[src/rtl/apb_cmd_master_pkg.sv]
// Shared types for the APB command master.
// Holds the FSM state encoding and the response status codes.
package apb_cmd_master_pkg;

    typedef enum logic [1:0] {
        IDLE   = 2'd0,
        SETUP  = 2'd1,
        ACCESS = 2'd2,
        RESP   = 2'd3
    } state_e;

    typedef enum logic [1:0] {
        OKAY    = 2'd0,
        SLVERR  = 2'd1,
        TIMEOUT = 2'd2
    } status_e;

endpackage

[src/rtl/rggen_apb_if.sv]
// APB bus bundle with master and slave views.
// Ports: psel/penable/paddr/pprot/pwrite/pstrb/pwdata (m->s), pready/prdata/pslverr (s->m).
interface rggen_apb_if #(
    parameter int ADDRESS_WIDTH = 16,
    parameter int BUS_WIDTH     = 32
);
    logic                       psel;
    logic                       penable;
    logic [ADDRESS_WIDTH-1:0]   paddr;
    logic [2:0]                 pprot;
    logic                       pwrite;
    logic [BUS_WIDTH/8-1:0]     pstrb;
    logic [BUS_WIDTH-1:0]       pwdata;
    logic                       pready;
    logic [BUS_WIDTH-1:0]       prdata;
    logic                       pslverr;

    modport master (
        output psel, penable, paddr, pprot, pwrite, pstrb, pwdata,
        input  pready, prdata, pslverr
    );

    modport slave (
        input  psel, penable, paddr, pprot, pwrite, pstrb, pwdata,
        output pready, prdata, pslverr
    );
endinterface

[src/rtl/apb_cmd_master.sv]
// Turns single valid/ready commands into APB transfers, one at a time.
// Ports: i_clk, i_rst (sync, high); cmd_* request; rsp_* response; apb_if master port.
module apb_cmd_master
    import apb_cmd_master_pkg::*;
#(
    parameter int ADDRESS_WIDTH  = 16,
    parameter int BUS_WIDTH      = 32,
    parameter int TIMEOUT_CYCLES = 256
) (
    input  logic                     i_clk,
    input  logic                     i_rst,
    input  logic                     i_cmd_valid,
    output logic                     o_cmd_ready,
    input  logic                     i_cmd_write,
    input  logic [ADDRESS_WIDTH-1:0] i_cmd_address,
    input  logic [BUS_WIDTH-1:0]     i_cmd_wdata,
    input  logic [BUS_WIDTH/8-1:0]   i_cmd_strobe,
    output logic                     o_rsp_valid,
    input  logic                     i_rsp_ready,
    output logic [BUS_WIDTH-1:0]     o_rsp_rdata,
    output logic [1:0]               o_rsp_status,
    rggen_apb_if.master              apb_if
);

    localparam int CNT_W =
        (TIMEOUT_CYCLES > 0) ? $clog2(TIMEOUT_CYCLES + 1) : 1;
    localparam logic [CNT_W-1:0] TO_VAL = CNT_W'(TIMEOUT_CYCLES);
    localparam logic [ADDRESS_WIDTH-1:0] ADDR_MASK = ~ADDRESS_WIDTH'(3);

    state_e           state;
    logic [CNT_W-1:0] wait_count;
    logic             timeout_hit;

    // Only checked when pready is low, so a late pready still wins.
    assign timeout_hit = (TIMEOUT_CYCLES != 0) && (wait_count == TO_VAL);

    assign o_cmd_ready  = (state == IDLE);
    assign apb_if.pprot = 3'b000;

    always_ff @(posedge i_clk) begin
        if (i_rst) begin
            state          <= IDLE;
            wait_count     <= '0;
            apb_if.psel    <= 1'b0;
            apb_if.penable <= 1'b0;
            apb_if.paddr   <= '0;
            apb_if.pwrite  <= 1'b0;
            apb_if.pstrb   <= '0;
            apb_if.pwdata  <= '0;
            o_rsp_valid    <= 1'b0;
            o_rsp_rdata    <= '0;
            o_rsp_status   <= OKAY;
        end else begin
            unique case (state)
                IDLE: begin
                    if (i_cmd_valid) begin
                        apb_if.psel   <= 1'b1;
                        apb_if.paddr  <= i_cmd_address & ADDR_MASK;
                        apb_if.pwrite <= i_cmd_write;
                        apb_if.pwdata <= i_cmd_wdata;
                        apb_if.pstrb  <= i_cmd_write ? i_cmd_strobe : '0;
                        state         <= SETUP;
                    end
                end
                SETUP: begin
                    apb_if.penable <= 1'b1;
                    wait_count     <= '0;
                    state          <= ACCESS;
                end
                ACCESS: begin
                    if (apb_if.pready) begin
                        apb_if.psel    <= 1'b0;
                        apb_if.penable <= 1'b0;
                        o_rsp_valid    <= 1'b1;
                        o_rsp_rdata    <= apb_if.pwrite ? '0 : apb_if.prdata;
                        o_rsp_status   <= apb_if.pslverr ? SLVERR : OKAY;
                        state          <= RESP;
                    end else if (timeout_hit) begin
                        apb_if.psel    <= 1'b0;
                        apb_if.penable <= 1'b0;
                        o_rsp_valid    <= 1'b1;
                        o_rsp_rdata    <= '0;
                        o_rsp_status   <= TIMEOUT;
                        state          <= RESP;
                    end else begin
                        wait_count <= wait_count + CNT_W'(1);
                    end
                end
                RESP: begin
                    if (i_rsp_ready) begin
                        o_rsp_valid <= 1'b0;
                        state       <= IDLE;
                    end
                end
                default: state <= IDLE;
            endcase
        end
    end

endmodule

[src/flat_wrapper.sv]
// flat-port wrapper written by rule: the top's interface ports become plain ports
module apb_cmd_master_flat import apb_cmd_master_pkg::*;
#(
    parameter int ADDRESS_WIDTH  = 16,
    parameter int BUS_WIDTH      = 32,
    parameter int TIMEOUT_CYCLES = 256
)
  (i_clk, i_rst, i_cmd_valid, o_cmd_ready, i_cmd_write, i_cmd_address, i_cmd_wdata, i_cmd_strobe, o_rsp_valid, i_rsp_ready, o_rsp_rdata, o_rsp_status, apb_if_psel, apb_if_penable, apb_if_paddr, apb_if_pprot, apb_if_pwrite, apb_if_pstrb, apb_if_pwdata, apb_if_pready, apb_if_prdata, apb_if_pslverr);
  rggen_apb_if #(.ADDRESS_WIDTH(ADDRESS_WIDTH), .BUS_WIDTH(BUS_WIDTH)) apb_if_i ();
  input  logic i_clk;
  input  logic i_rst;
  input  logic i_cmd_valid;
  output logic o_cmd_ready;
  input  logic i_cmd_write;
  input  logic [ADDRESS_WIDTH-1:0] i_cmd_address;
  input  logic [BUS_WIDTH-1:0] i_cmd_wdata;
  input  logic [BUS_WIDTH/8-1:0] i_cmd_strobe;
  output logic o_rsp_valid;
  input  logic i_rsp_ready;
  output logic [BUS_WIDTH-1:0] o_rsp_rdata;
  output logic [1:0] o_rsp_status;
  output wire logic [$bits(apb_if_i.psel)-1:0] apb_if_psel;
  output wire logic [$bits(apb_if_i.penable)-1:0] apb_if_penable;
  output wire logic [$bits(apb_if_i.paddr)-1:0] apb_if_paddr;
  output wire logic [$bits(apb_if_i.pprot)-1:0] apb_if_pprot;
  output wire logic [$bits(apb_if_i.pwrite)-1:0] apb_if_pwrite;
  output wire logic [$bits(apb_if_i.pstrb)-1:0] apb_if_pstrb;
  output wire logic [$bits(apb_if_i.pwdata)-1:0] apb_if_pwdata;
  input wire logic [$bits(apb_if_i.pready)-1:0] apb_if_pready;
  input wire logic [$bits(apb_if_i.prdata)-1:0] apb_if_prdata;
  input wire logic [$bits(apb_if_i.pslverr)-1:0] apb_if_pslverr;
  assign apb_if_psel = apb_if_i.psel;
  assign apb_if_penable = apb_if_i.penable;
  assign apb_if_paddr = apb_if_i.paddr;
  assign apb_if_pprot = apb_if_i.pprot;
  assign apb_if_pwrite = apb_if_i.pwrite;
  assign apb_if_pstrb = apb_if_i.pstrb;
  assign apb_if_pwdata = apb_if_i.pwdata;
  assign apb_if_i.pready = apb_if_pready;
  assign apb_if_i.prdata = apb_if_prdata;
  assign apb_if_i.pslverr = apb_if_pslverr;
  apb_cmd_master #(.ADDRESS_WIDTH(ADDRESS_WIDTH), .BUS_WIDTH(BUS_WIDTH), .TIMEOUT_CYCLES(TIMEOUT_CYCLES)) u_core (.i_clk(i_clk), .i_rst(i_rst), .i_cmd_valid(i_cmd_valid), .o_cmd_ready(o_cmd_ready), .i_cmd_write(i_cmd_write), .i_cmd_address(i_cmd_address), .i_cmd_wdata(i_cmd_wdata), .i_cmd_strobe(i_cmd_strobe), .o_rsp_valid(o_rsp_valid), .i_rsp_ready(i_rsp_ready), .o_rsp_rdata(o_rsp_rdata), .o_rsp_status(o_rsp_status), .apb_if(apb_if_i));
endmodule
[config.mk]
export PLATFORM = sky130hd
export DESIGN_NAME = apb_cmd_master_flat
export DESIGN_NICKNAME = d
export VERILOG_FILES = /design/src/rtl/apb_cmd_master_pkg.sv /design/src/rtl/rggen_apb_if.sv /design/src/rtl/apb_cmd_master.sv /design/src/flat_wrapper.sv
export SDC_FILE = /design/constraint.sdc
export NUM_CORES = 1
export LEC_CHECK = 0
export BUFFER_PORTS_ARGS = -buffer_cell sky130_fd_sc_hd__buf_2
export CAP_MARGIN = 40
export CORE_MARGIN = 3
export CORE_UTILIZATION = 47
export CTS_CLUSTER_DIAMETER = 60
export DETAILED_ROUTE_END_ITERATION = 6
export PLACE_DENSITY = 0.8
export SYNTH_ARGS = -nofsm -noshare
export SYNTH_HDL_FRONTEND = slang
export SYNTH_SLANG_ARGS = --single-unit
export TNS_END_PERCENT = 5
[constraint.sdc]
create_clock -name i_clk -period 2.5 [get_ports i_clk]
set_clock_uncertainty 0.2 [all_clocks]
set_input_delay 0 -clock i_clk [delete_from_list [all_inputs] [get_ports i_clk]]
set_output_delay 0 -clock i_clk [all_outputs]
set_load 0.05 [all_outputs]
==> results.rst, run 1 <==
.. list-table::
   :header-rows: 1

   * - Metric
     - Value
   * - Netlist area before placement
     - 0.004085 mm²
   * - Num Clock Sinks
     - 99
   * - Outcome
     - completed
   * - Mux cell area share after synthesis
     - about 8.1%
   * - Number of port buffers
     - about 180
   * - Synth Flop Type
     - sky130_fd_sc_hd__dfxtp_1
   * - Power per cell area
     - 803.2 mW/mm²
   * - Initial standard-cell utilization of the core
     - about half
   * - Overall die height
     - 99.23 µm
   * - Number of H-tree branching levels
     - 3
   * - Critical path data required time
     - ~2600 ps
   * - Highest clock frequency the design can meet
     - between 400 and 500 MHz
   * - Clock share of power
     - 22.1%
   * - Die area
     - 0.009847 mm²
   * - Crit Path Class
     - reg2reg
   * - Final Hold Slack
     - 221.2 ps
   * - Yosys Warn Count
     - 0
   * - GR Overflow Total
     - 0
   * - Xor/xnor cell area share of the yosys netlist
     - 0%
   * - Critical path arrival
     - 2540 ps
   * - Antenna diode count
     - 0
   * - Kind of end point of the critical path
     - flop
   * - Area of the core
     - 0.008341 mm²
   * - Worst max-slew margin expressed relative to the limit
     - around 56%
   * - Hold Vio Cnt, Final
     - 0
   * - Worst-case vdd ir drop
     - between 0.0003 and 0.0004 V
   * - Unrepaired setup endpoints after global routing
     - yes
   * - Initial antenna violation count
     - 0
   * - Total setup violations reported at the end of the flow
     - 0
   * - Die width
     - just under 100 µm
   * - Switching power total
     - 2.210 mW
   * - Simple-gate share of the synthesized area
     - 24.20%
   * - Critical path launch point type
     - flop
   * - Final slew viol count
     - 0
   * - IO Count
     - 185
   * - Dpl cell area
     - 0.005027 mm²
   * - Most frequent standard cell in the layout excluding fill and tap cells
     - sky130_fd_sc_hd__buf_2
   * - Post-synthesis compound-gate area fraction
     - approximately an eighth
   * - Yosys cell types
     - 44
   * - Count of vias placed by the detailed router
     - 4495
   * - Final Cell Area
     - between 0.006 and 0.007 mm²
   * - Synth area leader
     - sky130_fd_sc_hd__dfxtp_1
   * - Combinational share of power
     - 41.7%
   * - Pin count of the biggest net entering global routing
     - 54
   * - Dominant combinational cell family by area after synthesis
     - simple AND/OR/NAND/NOR gates
   * - Number of global-route vias before repair
     - between 4k and 5k
   * - Share of flip-flops with an asynchronous set or reset after synthesis
     - 0%
   * - Max Buffers Root-to-Sink
     - 2
   * - First-pass GRT wire length
     - 21880 µm
   * - Gr usage total
     - between 20 and 30%
   * - Cell types with the largest area share after synthesis
     - sky130_fd_sc_hd__dfxtp_1 49%, sky130_fd_sc_hd__nand2_1 13%, sky130_fd_sc_hd__mux2i_1 8.1%
   * - Pleak
     - 3.034 nW
   * - Cts bufs inserted
     - 9
   * - Synthesized instance count
     - 476
   * - Synthesis-stage register bit count
     - 99
   * - Number of vias per cell after detailed routing
     - 5.131
   * - Clock Latency Late Sink
     - 350 ps
   * - Share of cells above drive strength 1
     - 28.15%
   * - CTS tree
     - done
   * - Root buffer cell
     - sky130_fd_sc_hd__clkbuf_8
   * - Growth of design area from synthesis to finish
     - 59.75%
   * - Share of Yosys cell area claimed by the top area cell type
     - 48.51%
   * - Remaining antenna violation count
     - 0
   * - Sequential element share of the synthesized area
     - 48.51%
   * - Internal power consumption
     - between 3 and 4 mW
   * - Number of DRC violations after detailed-routing iteration 0
     - between 200 and 250
   * - Sw frac
     - 42.16%
   * - Actual slew at the worst max-slew pin
     - between 600 and 700 ps
   * - Final critical-path required period
     - 2442 ps
   * - Number of flops mapped to enable cells by yosys
     - 0
   * - Adder-cell share of the synthesized area
     - 1.531%
   * - Reported max-cap violation count
     - 0
   * - Average wire per cell in the routed design
     - 15.89 µm
   * - Reg power frac
     - 36.3%
   * - Residual DRC
     - 0
   * - Reg clk slew, reported paths
     - about 110 ps
   * - Cell Rows
     - 33
   * - Maximum net fanout on the critical path
     - 8
   * - Most frequent cells in the layout
     - 177 x sky130_fd_sc_hd__buf_2, 140 x sky130_fd_sc_hd__nand2_1, 125 x sky130_fd_sc_hd__dlygate4sd3_1
   * - Tcrit/Tclk final
     - 97.69%
   * - Sum of routed wire length over all layers
     - 13920 µm
   * - GPL Wtd Cong
     - 0.8081
   * - Detailed placer's ending HPWL
     - roughly 7500 µm
   * - Number of iterations in the first detailed-routing pass
     - 6
   * - Final net count
     - 862
   * - Mean instance size in the synthesized netlist
     - ~8.6 µm²
   * - HP Class
     - in2reg
-- state kept, by name (all words and copies together), names as in the netlist --
signal                 count
u_core.wait_count          9
u_core.apb_if.paddr       14
u_core.o_rsp_rdata        32
u_core.apb_if.pwrite       1
u_core.apb_if.penable      1
u_core.apb_if.pwdata      32
u_core.o_rsp_status        2
u_core.o_rsp_valid         1
u_core.apb_if.pstrb        4
u_core.state               2
u_core.apb_if.psel         1
-- per-stage QoR --
| stage | setup TNS, ps | std cells | utilization, % | setup WS, ps | power, mW |
|---|---|---|---|---|---|
| after floorplan | 0 | 480 | - | 403.5 | 3.410 |
| after global placement | 0 | 734 | 60.28 | 483.3 | 3.828 |
| after detailed placement | 0 | 734 | 60.28 | 413.1 | 3.880 |
| final | 0 | 876 | 78.25 | 57.79 | 5.242 |
| after CTS | 0 | 875 | 78.02 | 96.38 | 5.197 |
| after global routing | -47.67 | 876 | 78.25 | -46.65 | 5.472 |
-- logic make-up (layout without fill, tap and decap cells) --
family | Yosys count | in the layout
and+or+nand+nor | 208 | 208
DFF | 99 | 99
AOI/OAI and AO/OA | 86 | 86
buffers and inverters | 44 | 335
muxes | 33 | 33
adders and majority gates | 5 | 5
other | 1 | 5
-- cells in the mapped netlist (all sizes together) (2+ instances only) --
master	n
dfxtp	99
inv	7
mux2i	33
clkbuf	23
nand2	141
or4	3
and2	2
o211ai	2
a21oi	60
ha	5
a31oi	6
buf	14
nand2b	35
o21a	3
nand3	9
o41ai	2
o21ai	5
nand4	3
nor2	5
nor4b	2
-- power by group through the flow --
stage	combinational (mW)	sequential (mW)	clock, mW
2_1_floorplan	0.841	2.57	0
3_3_place_gp	1.92	1.91	0
3_5_place_dp	1.95	1.92	0
4_1_cts	2.12	1.89	1.18
5_1_grt	2.32	1.92	1.23
6_report	2.19	1.90	1.16
-- cell type report --
class	count	area [µm²]
multi-input cells	337	1921
clock buffers	9	123.9
flip-flops and latches	99	1982
inverters	7	26.28
repair buffers	312	2237
well taps	105	131.4
fillers	512	1814
clock inverters	7	105.1
-- routing by layer --
metal	global-route usage [%]	wire [µm]	vias to the layer above
met2	49.17	7001	206
met3	6.662	1178	29
li1	-	-	2156
met1	31.48	5454	2104
met4	9.139	286	0
met5	0	0	-
-- critical path, cell delays in order (launching register included) --
cell and delay, ps:
sky130_fd_sc_hd__dfxtp_1 390, sky130_fd_sc_hd__inv_1 80, sky130_fd_sc_hd__ha_1 160, sky130_fd_sc_hd__nor4b_4 320
sky130_fd_sc_hd__a21oi_4 150, sky130_fd_sc_hd__or3_1 340, sky130_fd_sc_hd__a31oi_1 180, sky130_fd_sc_hd__dlygate4sd3_1 580
-- path summary, 6_finish.rpt --
| path | to | slack, ps | from | cells after the start |
|---|---|---|---|---|
| max | u_core.o_rsp_valid | 60 | u_core.wait_count[0] | 7 |
| min | u_core.apb_if.pwdata[26] | 220 | i_cmd_wdata[26] | 4 |
| min reg2reg | u_core.apb_if.pwdata[26] | 260 | u_core.apb_if.pwdata[26] | 2 |
| max reg2reg | u_core.o_rsp_valid | 60 | u_core.wait_count[0] | 7 |
-- repair_timing --
| action | 4_1_cts | 5_1_grt |
|---|---|---|
| buffers inserted | 0 | 1 |
| endpoints found under the hold margin | 93 | 0 |
| gates resized for setup | 0 | 3 |
| setup endpoints to repair | 0 | 4 |
| hold buffers | 125 | 0 |
(Power assumes the default switching activity.)
==> run 2, diff against run 1 <==
--- a/config.mk
+++ b/config.mk
@@ -5,13 +5,14 @@
 export SDC_FILE = /design/constraint.sdc
 export NUM_CORES = 1
 export LEC_CHECK = 0
+export ABC_AREA = 1
 export BUFFER_PORTS_ARGS = -buffer_cell sky130_fd_sc_hd__buf_2
 export CAP_MARGIN = 40
 export CORE_MARGIN = 3
 export CORE_UTILIZATION = 47
-export CTS_CLUSTER_DIAMETER = 60
 export DETAILED_ROUTE_END_ITERATION = 6
 export PLACE_DENSITY = 0.8
+export RECOVER_POWER = 100
 export SYNTH_ARGS = -nofsm -noshare
 export SYNTH_HDL_FRONTEND = slang
 export SYNTH_SLANG_ARGS = --single-unit
==> results.rst, run 2 <==
.. list-table::
   :header-rows: 1

   * - Metric
     - Value
   * - Fillers
     - 649 (+27%)
   * - Share of cells above drive strength 1
     - 16.60% (-12 points)
   * - Most frequent cell after synthesis
     - sky130_fd_sc_hd__nor2_1
   * - GR Overflow Total
     - 0 (unchanged)
   * - Post-route insts no fill
     - 896 (+2.3%)
   * - Number of flops mapped to enable cells by yosys
     - 0 (unchanged)
   * - Synthesized instance count
     - 527 (+11%)
   * - Actual slew at the worst max-slew pin
     - 727.6 ps (+75.95 ps)
   * - Synth area leader
     - sky130_fd_sc_hd__dfxtp_1
   * - Most frequent cells in the layout
     - 113 x sky130_fd_sc_hd__nor2_1, 99 x sky130_fd_sc_hd__dfxtp_1, 94 x sky130_fd_sc_hd__dlygate4sd3_1
   * - Share of Yosys cell area claimed by the top area cell type
     - 48.98% (+0.47 points)
   * - Growth of design area from synthesis to finish
     - 46.07%
   * - Mean instance size in the synthesized netlist
     - 7.678 µm² (-11%)
   * - Cells along the critical path
     - inv_1 > ha_1 > nand2_1 > buf_4 > o21ai_0 > dlygate4sd3_1 > nor2_1
   * - Peak per-stage delay on the critical path
     - 590 ps (about the same)
   * - Sum of negative setup slack
     - 0 ps (unchanged)
   * - Critical-path top delay cell
     - sky130_fd_sc_hd__dlygate4sd3_1
   * - Maximum net fanout on the critical path
     - 52 (+44)
   * - Final Cell Area
     - 0.005911 mm² (-9.4%)
   * - Final slew viol count
     - 0 (unchanged)
   * - Sum of routed wire length over all layers
     - 13050 µm (-6.2%)
   * - Crit Path Class
     - reg2reg
   * - Leading registers by flop count
     - u_core.apb_if.pwdata: 32 flops, u_core.o_rsp_rdata: 32 flops, u_core.apb_if.paddr: 14 flops
   * - Tcrit/Tclk final
     - 91.15% (-6.5 points)
   * - Residual DRC
     - 0 (unchanged)
   * - Die area
     - 0.009758 mm² (-0.89%)
   * - Hold Vio Cnt, Final
     - 0 (unchanged)
   * - Number of global-route vias before repair
     - 4456 (-0.87%)
   * - Yosys Warn Count
     - 0 (unchanged)
   * - HP Class
     - in2reg
   * - Total setup violations reported at the end of the flow
     - 0 (unchanged)
   * - Buffers & Inverters on Critical Path
     - 3 (+1)
   * - Number of placed instances, taps included
     - 784 (+6.8%)
   * - Overall die height
     - 98.79 µm (-0.45%)
   * - Most frequent standard cell in the layout excluding fill and tap cells
     - sky130_fd_sc_hd__nor2_1
   * - Critical path arrival
     - 2370 ps (-170 ps)
   * - Average wire per cell in the routed design
     - 14.57 µm (-8.3%)
   * - Area of the core
     - 0.008299 mm² (-0.50%)
   * - Outcome
     - completed
   * - Final critical-path required period
     - 2279 ps (-163.5 ps)
   * - Worst max-slew margin expressed relative to the limit
     - 51.44% (-4.9 points)
   * - Number of DRC violations after detailed-routing iteration 0
     - 266 (+23%)
   * - Initial standard-cell utilization of the core
     - 48.76% (-0.22 points)
   * - Share of flip-flops with an asynchronous set or reset after synthesis
     - 0% (unchanged)
   * - Root buffer cell
     - sky130_fd_sc_hd__clkbuf_8
   * - Critical path data required time
     - 2590 ps (about the same)
   * - Netlist area before placement
     - 0.004046 mm² (-0.95%)
   * - Kind of end point of the critical path
     - flop
   * - Commonest cells in the netlist
     - 113 x sky130_fd_sc_hd__nor2_1, 99 x sky130_fd_sc_hd__dfxtp_1, 88 x sky130_fd_sc_hd__nand2_1, 51 x sky130_fd_sc_hd__o21ai_0, 42 x sky130_fd_sc_hd__a21oi_1
   * - Count of vias placed by the detailed router
     - 4530 (+0.78%)
   * - IO Count
     - 185 (unchanged)
   * - Die width
     - 98.79 µm (-0.45%)
   * - Critical path launch point type
     - flop
   * - Unrepaired setup endpoints after global routing
     - no
   * - Num Clock Sinks
     - 99 (unchanged)
   * - Reg clk slew, reported paths
     - 100 ps (about the same)
   * - Dpl cell area
     - 0.004916 mm² (-2.2%)
   * - Detailed placer's ending HPWL
     - 7276 µm (-3.0%)
   * - Final net count
     - 880 (+2.1%)
   * - Pin count of the biggest net entering global routing
     - 53 (-1.9%)
   * - Initial antenna violation count
     - 2 (+2)
   * - Max Buffers Root-to-Sink
     - 2 (unchanged)
   * - Number of port buffers
     - 177 (unchanged)
   * - Worst-case vdd ir drop
     - 0.0004255 V (+20%)
   * - Clock Latency Late Sink
     - 360 ps (about the same)
   * - Pleak
     - 2.457 nW (-19%)
   * - First-pass GRT wire length
     - 20850 µm (-4.7%)
   * - Cell family with the largest share of critical-path delay
     - buffers and inverters
   * - Tot Pwr
     - 4.474 mW (-15%)
   * - Sequential element share of the synthesized area
     - 48.98% (+0.47 points)
   * - Synth Flop Type
     - sky130_fd_sc_hd__dfxtp_1
   * - Synthesis-stage register bit count
     - 99 (unchanged)
   * - Number of vias per cell after detailed routing
     - 5.056 (-1.5%)
   * - Remaining antenna violation count
     - 0 (unchanged)
   * - Cell types with the largest area share after synthesis
     - sky130_fd_sc_hd__dfxtp_1 49%, sky130_fd_sc_hd__nor2_1 10%, sky130_fd_sc_hd__nand2_1 8.2%
   * - Highest clock frequency the design can meet
     - 438.8 MHz (+7.2%)
   * - Final Hold Slack
     - 224.3 ps (+3.083 ps)
   * - Power per cell area
     - 756.9 mW/mm² (-5.8%)
   * - CTS tree
     - done
   * - Yosys cell types
     - 28 (-36%)
   * - Reported max-cap violation count
     - 0 (unchanged)
   * - Cell Rows
     - 33 (unchanged)
   * - Number of iterations in the first detailed-routing pass
     - 5 (-1)
   * - Gr usage total
     - 26.00% (-1.3 points)
   * - Number of H-tree branching levels
     - 3 (unchanged)
   * - Cts bufs inserted
     - 9 (unchanged)
   * - Buffers inserted during post-CTS setup optimization
     - 0 (unchanged)
   * - GPL Wtd Cong
     - 0.8455 (+4.6%)
run 2: where the power goes:
group | internal [mW] | total, mW | switching [mW]
registers | 1.75 | 1.84 | 0.0932
clock network | 0.476 | 1.05 | 0.578
logic | 0.422 | 1.58 | 1.15
total | 2.65 | 4.47 | 1.83
run 2: final timing paths:
path              slack [ps]  depth (start not counted)                from                  endpoint
hold reg to reg          270                          2  u_core.apb_if.psel        u_core.apb_if.psel
hold / removal           220                          4      i_cmd_wdata[7]   u_core.apb_if.pwdata[7]
setup reg to reg         220                          7     u_core.state[1]  u_core.apb_if.pwdata[31]
setup / recovery         220                          7     u_core.state[1]  u_core.apb_if.pwdata[31]
run 2: through the flow:
| step | utilization, % | worst slack, ps |
|---|---|---|
| 5_1_grt | 71.22 | 35.28 |
| 3_3_place_gp | 59.23 | 565.9 |
| 2_1_floorplan | - | 501.3 |
| 6_report | 71.22 | 221.3 |
| 3_5_place_dp | 59.23 | 478.2 |
| 4_1_cts | 72.97 | 168.6 |
run 2: worst min-delay path, cell delays in order:
cell and delay [ps]:
sky130_fd_sc_hd__dlygate4sd3_1 520, sky130_fd_sc_hd__buf_2 90, sky130_fd_sc_hd__o21ai_0 70, sky130_fd_sc_hd__nor2_1 70
run 2: area by class of cell:
type                       instances  area, µm²  share of cell area (%)
sequential                        99       1982                   33.53
timing repair buffer             278       1777                   30.06
clock buffer                      10      127.6                   2.159
tap                              105      131.4                   2.223
clock inverter                     6      71.32                   1.207
antenna                            2      5.005                 0.08467
multi-input combinational        370       1719                   29.09
inverter                          26      97.59                   1.651
run 2: kinds of logic (layout without fill, tap and decap cells):
| group | Yosys count | after routing | synth area share, % |
|---|---|---|---|
| adder cells (fa/ha/maj) | 5 | 5 | 1.546 |
| AO/OA/AOI/OAI | 97 | 97 | 12.34 |
| other | 1 | 7 | 0.09268 |
| buffers and inverters | 62 | 320 | 8.101 |
| AND/OR/NAND/NOR | 263 | 263 | 28.94 |
| flip-flops | 99 | 99 | 48.98 |
run 2: what timing repair did:
action                                 in CTS  in global routing
gates resized for setup                     0                  1
endpoints found under the hold margin      96                  0
setup endpoints to repair                   0                  1
hold buffers                               94                  0
run 2: metal layers:
metal	track usage (%)	wire length, µm
met1	27.91	4868
met2	48.55	6985
met3	3.892	610
met4	13.76	586
met5	0	0
